--- src/rtl/regfile_write_queue.sv ---
// Write queue and pending-write scoreboard in front of the 32x32 register bank.
// Define FWD_WRITE_EN to add fwdA_data/fwdB_data forwarding of the youngest pending write.
module regfile_write_queue #(
  parameter int DEPTH  = 4,
  parameter int DATA_W = 32,
  parameter int ADDR_W = 5
) (
  input  logic                       clk,
  input  logic                       rst,
  input  logic                       in_valid,
  output logic                       in_ready,
  input  logic [ADDR_W-1:0]          in_sel,
  input  logic [DATA_W-1:0]          in_data,
  input  logic                       flush,
  input  logic                       bank_stall,
  output logic                       wr_en,
  output logic [ADDR_W-1:0]          wr_sel,
  output logic [DATA_W-1:0]          wr_data,
  input  logic [ADDR_W-1:0]          selA,
  input  logic [ADDR_W-1:0]          selB,
  output logic                       busyA,
  output logic                       busyB,
`ifdef FWD_WRITE_EN
  output logic [DATA_W-1:0]          fwdA_data,
  output logic [DATA_W-1:0]          fwdB_data,
`endif
  output logic [$clog2(DEPTH):0]     level
);

  localparam int PW = $clog2(DEPTH);
  localparam int LW = PW + 1;

  typedef enum logic [1:0] {IDLE, WRITE, STALL} stateT;

  stateT             state, nextState;
  logic [ADDR_W-1:0] selMem  [DEPTH];
  logic [DATA_W-1:0] dataMem [DEPTH];
  logic [PW-1:0]     rdPtr, wrPtr;
  logic [LW-1:0]     lvl;
  logic              push, pop;

  assign in_ready = (lvl < LW'(DEPTH)) && !flush;
  // $zero requests complete the handshake but are dropped here
  assign push     = in_valid && in_ready && (in_sel != '0);
  assign level    = lvl;

  always_comb begin
    nextState = state;
    pop       = 1'b0;
    unique case (state)
      IDLE: begin
        if (lvl != '0) begin
          pop       = 1'b1;
          nextState = WRITE;
        end
      end
      WRITE, STALL: begin
        if (bank_stall) begin
          nextState = STALL;
        end else if (lvl != '0) begin
          pop       = 1'b1;
          nextState = WRITE;
        end else begin
          nextState = IDLE;
        end
      end
      default: nextState = IDLE;
    endcase
    if (flush) begin
      nextState = IDLE;
      pop       = 1'b0;
    end
  end

  always_ff @(posedge clk or posedge rst) begin
    if (rst) state <= IDLE;
    else     state <= nextState;
  end

  always_ff @(posedge clk or posedge rst) begin
    if (rst) begin
      rdPtr   <= '0;
      wrPtr   <= '0;
      lvl     <= '0;
      wr_en   <= 1'b0;
      wr_sel  <= '0;
      wr_data <= '0;
    end else if (flush) begin
      rdPtr <= '0;
      wrPtr <= '0;
      lvl   <= '0;
      wr_en <= 1'b0;
    end else begin
      if (push) wrPtr <= wrPtr + 1'b1;
      if (pop) begin
        rdPtr   <= rdPtr + 1'b1;
        wr_sel  <= selMem[rdPtr];
        wr_data <= dataMem[rdPtr];
      end
      lvl   <= lvl + LW'(push) - LW'(pop);
      wr_en <= (nextState != IDLE);
    end
  end

  always_ff @(posedge clk) begin
    if (push) begin
      selMem[wrPtr]  <= in_sel;
      dataMem[wrPtr] <= in_data;
    end
  end

  function automatic logic pendHit(input logic [ADDR_W-1:0] s);
    logic          h;
    logic [PW-1:0] idx;
    h = wr_en && (wr_sel == s);
    for (int k = 0; k < DEPTH; k++) begin
      idx = rdPtr + PW'(k);
      if ((LW'(k) < lvl) && (selMem[idx] == s)) h = 1'b1;
    end
    return h && (s != '0);
  endfunction

  always_comb begin
    busyA = pendHit(selA);
    busyB = pendHit(selB);
  end

`ifdef FWD_WRITE_EN
  // Walk oldest to youngest so the last match wins
  function automatic logic [DATA_W-1:0] fwdLookup(input logic [ADDR_W-1:0] s);
    logic [DATA_W-1:0] d;
    logic [PW-1:0]     idx;
    d = '0;
    if (wr_en && (wr_sel == s)) d = wr_data;
    for (int k = 0; k < DEPTH; k++) begin
      idx = rdPtr + PW'(k);
      if ((LW'(k) < lvl) && (selMem[idx] == s)) d = dataMem[idx];
    end
    return (s != '0) ? d : '0;
  endfunction

  always_comb begin
    fwdA_data = fwdLookup(selA);
    fwdB_data = fwdLookup(selB);
  end
`endif

endmodule

--- config.mk ---
export PLATFORM = sky130hd
export DESIGN_NAME = regfile_write_queue
export DESIGN_NICKNAME = d
export VERILOG_FILES = /design/src/rtl/regfile_write_queue.sv
export SDC_FILE = /design/constraint.sdc
export NUM_CORES = 1
export LEC_CHECK = 0
export CAP_MARGIN = 30
export CORE_UTILIZATION = 56
export DETAILED_ROUTE_END_ITERATION = 7
export HOLD_SLACK_MARGIN = 0.15
export PLACE_DENSITY = 0.8
export SYNTH_ARGS = -nofsm -noshare
export SYNTH_HDL_FRONTEND = slang
export SYNTH_SLANG_ARGS = --single-unit
--- constraint.sdc ---
create_clock -name clk -period 4 [get_ports clk]
set_input_delay 0.6 -clock clk [delete_from_list [all_inputs] [get_ports clk]]
set_output_delay 0.6 -clock clk [all_outputs]
set_load 0.01 [all_outputs]
Word level (Yosys, flattened, before mapping)

Memory sizes are Yosys's and may differ from the RTL's. A register that Yosys moved wholly into a read port is not among the register bits.
Cells that the tools add are included.

Bitwise operators: 1
$lt $le $gt $ge: 5
Muxes and demuxes: 25
Equality and inequality tests: 12
$add $sub $neg: 6
Reduce and logical (&&, ||, !) cells: 26

Operators with widths:

| cell                                                      | count |
|---|---|
| == test 5 bit                                             | 10 |
| logical AND 1 bit                                         | 15 |
| two-way mux 1 bit                                         | 15 |
| nonzero test 5 bit                                        | 3 |
| two-way mux 2 bit                                         | 7 |
| less-than comparator 1 x 3 -> 1 bit, first input constant | 2 |
| less-than comparator 2 x 3 -> 1 bit, first input constant | 2 |
| nonzero test 2 bit                                        | 3 |
| adder 2 x 1 -> 2 bit, second input constant               | 2 |
| adder 2 bit, second input constant                        | 2 |
| case mux 2 bit (2 select lines)                           | 1 |
| adder 3 x 1 -> 3 bit                                      | 1 |
| less-than comparator 3 bit, second input constant         | 1 |
| two-way mux 3 bit                                         | 1 |
| nonzero test 3 bit                                        | 1 |
| subtractor 3 x 1 -> 3 bit                                 | 1 |
| == test 2 x 1 -> 1 bit, second input constant             | 1 |
| == test 2 bit, second input constant                      | 1 |
| logical NOT 2 bit                                         | 1 |
| case mux 1 bit (2 select lines)                           | 1 |
| AND reduction 2 bit                                       | 1 |
| OR reduction 2 bit                                        | 1 |
| logical NOT 1 bit                                         | 1 |
| inverter 1 bit                                            | 1 |

Bits in writable memories: 148
Register bits after elaboration: 15
Output and inout port bits: 44
Memories: 2

Memory list:

| memory  | depth | width | rd ports | clocked after Yosys merged registers in | write ports | RTL line | RTL |
|---|---|---|---|---|---|---|---|
| dataMem | 4     | 32    | 1        | 1                                       | 1           | 37       | `logic [DATA_W-1:0] dataMem [DEPTH];` |
| selMem  | 4     | 5     | 4        | 0                                       | 1           | 36       | `logic [ADDR_W-1:0] selMem [DEPTH];` |

Logic depth before layout (Yosys ltp)

An unclocked memory read counts as a cell.

Depth in word-level cells: 8
Depth in mapped cells: 14

Least setup slack after synthesis

OpenSTA, ideal clock, no wires.

Kind: input port to flip-flop
Start: in flush
End: mem dataMem[0][0], enable pin
Cell stages on the path: 5
Data arrival time: 2395 ps
Setup time: 398 ps
Buffers on the path: 1
Setup slack: 1208 ps
Cells stage by stage: clkbuf_1 > nor2_1 > nand2_1 > a21oi_1 > and2_1

Cells in the longest elaborated chain, start to end: 6

Ends and longest elaborated chain:

| item                                    | RTL line | RTL |
|---|---|---|
| from (decl)                             | 14       | `input logic flush,` |
| logical NOT 1 bit                       | 42       | `assign in_ready = (lvl < LW'(DEPTH)) && !flush;` |
| logical AND 1 bit                       | 42       |  |
| via in_ready                            | 11       | `output logic in_ready,` |
| logical AND 1 bit (2 in series)         | 44       | `assign push = in_valid && in_ready && (in_sel != '0);` |
| two-way mux 1 bit                       | 106      | `if (push) begin` |
| two-way mux 1 bit (implied by the code) | 108      | `dataMem[wrPtr] <= in_data;` |
| to (decl)                               | 37       |  |

The timed path passes the listed nets, and every way through them passes these cells.

Final worst setup path

Start: reg rdPtr[0]
End: out busyB

Cells in the longest elaborated chain, start to end: 8
Elaborated cells on any way between the ends: 17

Ends and longest elaborated chain:

| item                                                                   | RTL line | RTL |
|---|---|---|
| from (decl)                                                            | 38       | `logic [PW-1:0] rdPtr, wrPtr;` |
| from (signal assigned)                                                 | 96       | `rdPtr <= rdPtr + 1'b1;` |
| adder 2 x 1 -> 2 bit / memory read (4 x 5 bit) (equally long branches) | n/a      |  |
| memory read (4 x 5 bit) *                                              | n/a      |  |
| == test 5 bit / logical AND 1 bit (equally long branches)              | 118      | `if ((LW'(k) < lvl) && (selMem[idx] == s)) h = 1'b1;` |
| logical AND 1 bit / two-way mux 1 bit (equally long branches)          | 118      |  |
| two-way mux 1 bit (2 in series)                                        | 118      |  |
| two-way mux 1 bit *                                                    | 118      |  |
| logical AND 1 bit *                                                    | 120      | `return h && (s != '0);` |
| to (decl)                                                              | 22       | `output logic busyB,` |

Every way passes the cells marked *; elsewhere a longest branch is shown, timed or not.

==> run metrics <==
status=completed; IO Count=96; fin nets=606; Total GRT Usage=22.05%; pwr/cell area=623.8 nW/um2; Worst Setup Path Type=flip-flop to output pin; Initial Util=57.57%; Clock Path Buffers=2; die footprint=15430 um2; met2 wire len=8379 um; slew margin rel.=47.52%; P_leak=3.438 nW; Post-synth EDFFs=148; DRT antenna net count=0; simple-gate portion of the synthesized area=2.767%; CP Depth=7; Post-CTS Setup Inserts=0; root buffer selected by CTS=clkbuf_16; sw frac=28.49%; synthesized area=8367 um2; XOR/XNOR Fraction of Synth Area=5.653%; CP endpoint=busyB; CTS tree=built; Max VDD drop=385.4 uV; Min-Delay Path Class=flip-flop to flip-flop; Synth area leader=edfxtp_1; Cells after Synth=444; first-pass GRT wire length=25490 um; WL/cell=21.47 um; Unique masters post-synth=37; uppermost layer routed=met4; PostCTS Resize Cnt=0; worst r2r dst=level[2]$_DFF_PP0_; largest net degree at the start of global routing=38; Yosys warnings=0; chip width=124.2 um; vias in the first global route=4749; Sequential Power Share=43.0%; Setup crit end kind=output pin; sequential fraction of the synthesis area=67.18%; count leader, synth=edfxtp_1; multiplexer share of the synthesized area=19.37%; quantity of I/O buffers inserted on ports=95; NetSw=1.796 mW; crit share post-route=93.30%; #FFs+latches synth=195; Crit path largest cell delay=640 ps; Clk Latency, worst-skew pair=430 ps; Util after Layout=69.56%; clk sinks=195; DIE HEIGHT=124.2 um; crit path DAT=3130 ps; DR DRC count=0; internal power=4.509 mW; post-DP HPWL=10250 um; combinational share of power=31.8%; WL final=15890 um; fraction of registers with async set/reset=24.10%; r2r setup slk=1480 ps; minimum clock period=3732 ps; fmax=268.0 MHz; type of origin of the critical path=flip-flop; combinational family with the most area after synthesis=multiplexers; Syn Area/Cell=18.84 um2; DRT iter0 DRCs=308; clock power share=25.3%; Rows=44; crit-path max FO=14; drt pass-1 iters=5; max-cap violations=0; CTS H-tree depth=4; CP required=3400 ps; CTS Buf Count=17; delay-heaviest family, CP=multiplexers; clock-pin slew on the worst setup and hold paths=70 ps; WP buf/inv=1; # hold bufs at CTS=0; crit path launch=rdPtr[0]$_DFFE_PP0P_; worst reg2reg path depth=11; Slew Viols, Final=0; main area contributors after synthesis=edfxtp_1 (53%), dfrtp_1 (14%), mux4_2 (12%), mux2_2 (4.3%), xor2_1 (2.9%); Slowest cell on crit path=mux4_1; WL met3=767 um; main flop type after synthesis=edfxtp_1; Synth Area in Compound Gates=0.8973%; share of cells above drive strength 1=23.02%; list of most frequent post-synthesis cells=edfxtp_1 (148), dfrtp_1 (47), mux4_2 (46), mux2_2 (32), xor2_1 (28); Worst Tran Pin Value=786.0 ps; GPL Wtd Cong=0.9188; vias per cell=5.822; # diodes=0; final clock skew=11.42 ps; final hold vios=0; worst-path cell chain=mux4_1, xor2_1, nor4_1, nand3_1, o311ai_1, o22a_1, clkdlybuf4s50_1; RSZ-0062 raised after global routing=false; area share of the leading cell type in the synthesized netlist=53.12%; total core area=14530 um2; RR Startpoint=level[2]$_DFF_PP0_; Synth Net Count=507; adder-cell share of the synthesized area=1.735%; initial antenna violation count=0; M1 wire length=6575 um; DR vias=4308; Area Overhead vs Synth=20.83%; setup TNS=0 ps; Setup-failing EPs final=0; grt total ovfl=0
[through the flow]
stage	hold slack [ps]	std cells	cell area (um2)	setup slack [ps]	power [mW]
final	505.6	740	10110	268.0	6.306
after global routing	522.5	740	10110	99.38	6.599
after CTS	511.0	739	10090	104.1	6.342
after detailed placement	496.8	707	9542	587.2	4.754
after global placement	490.5	707	9542	599.0	4.692
after floorplan	538.2	444	8367	1208	3.967
[worst min-delay path by stage]
stage | slack, ps | to | cells past startpoint | from
floorplan | 540 | wrPtr[1]$_DFFE_PP0P_ | 2 | wrPtr[1]$_DFFE_PP0P_
global placement | 490 | wr_data[30]$_DFFE_PP0P_ | 1 | wr_data[30]$_DFFE_PP0P_
detailed placement | 500 | wr_data[30]$_DFFE_PP0P_ | 1 | wr_data[30]$_DFFE_PP0P_
CTS | 510 | wr_data[19]$_DFFE_PP0P_ | 1 | wr_data[19]$_DFFE_PP0P_
global route | 520 | wr_data[7]$_DFFE_PP0P_ | 1 | wr_data[7]$_DFFE_PP0P_
finish | 510 | wr_data[31]$_DFFE_PP0P_ | 1 | wr_data[31]$_DFFE_PP0P_
[worst register-to-register path: cells and delay by family (launching register included)]
family / cells / cell delay, ps
buffers and inverters: 3 / 220
flip-flops: 1 / 440
AO/OA/AOI/OAI: 1 / 480
XOR/XNOR: 1 / 150
adder cells (fa/ha/maj): 3 / 790
AND/OR/NAND/NOR: 3 / 340
[cell families after synthesis]
| logic type | after synthesis |
|---|---|
| DFF | 195 |
| muxes | 90 |
| xor gates and xnor gates | 54 |
| and+or+nand+nor | 44 |
| buffers and inverters | 39 |
| AOI/OAI and AO/OA | 11 |
| adders and majority gates | 11 |
[placed cells by master, fill, tap and decap left out, types with 2 or more instances in the layout]
master and n:
clkbuf_16 17, a21oi_1 4, clkbuf_1 2, and2_2 4, ha_1 10, nor4_1 6, buf_12 4, buf_4 7
inv_1 10, mux4_1 6, nand4_1 4, nor3_1 3, or4_1 2, xor2_1 28, nand3_1 7, edfxtp_1 148
mux2_1 5, inv_6 2, clkdlybuf4s50_1 95, clkinv_2 4, clkinv_1 2, xnor2_1 26, mux4_2 46, o311ai_1 2
mux2_2 32, o22a_1 2, clkinvlp_4 2, nand2_1 5, dfrtp_1 45, nor2_1 8
[sequential cells by signal, indices dropped and copies added (netlist names)]
name	flops
wr_data	32
level	3
state	2
selMem	20
dataMem	128
wrPtr	2
rdPtr	2
wr_en	1
wr_sel	5
[area by class of cell]
type | count | area (um2)
inverters | 12 | 45.04
well taps | 184 | 230.2
fillers | 942 | 4424
clock inverters | 12 | 106.4
multi-input cells | 210 | 2557
repair buffers | 107 | 1099
clock buffers | 20 | 446.7
flip-flops and latches | 195 | 5625
[metal layers]
metal,global-route usage (%),up-vias
met5,0,-
met4,5.741,0
met3,5.862,16
met2,37.15,126
met1,28.55,2235
li1,-,1931
[power by group through the flow]
stage	sequential (mW)	clock [mW]	combinational (mW)
5_1_grt	2.75	1.70	2.15
3_5_place_dp	2.77	0	1.99
3_3_place_gp	2.75	0	1.94
6_report	2.71	1.59	2.00
4_1_cts	2.73	1.61	2.00
2_1_floorplan	2.76	0	1.21
Note: power is estimated with default switching activity, not from simulation.
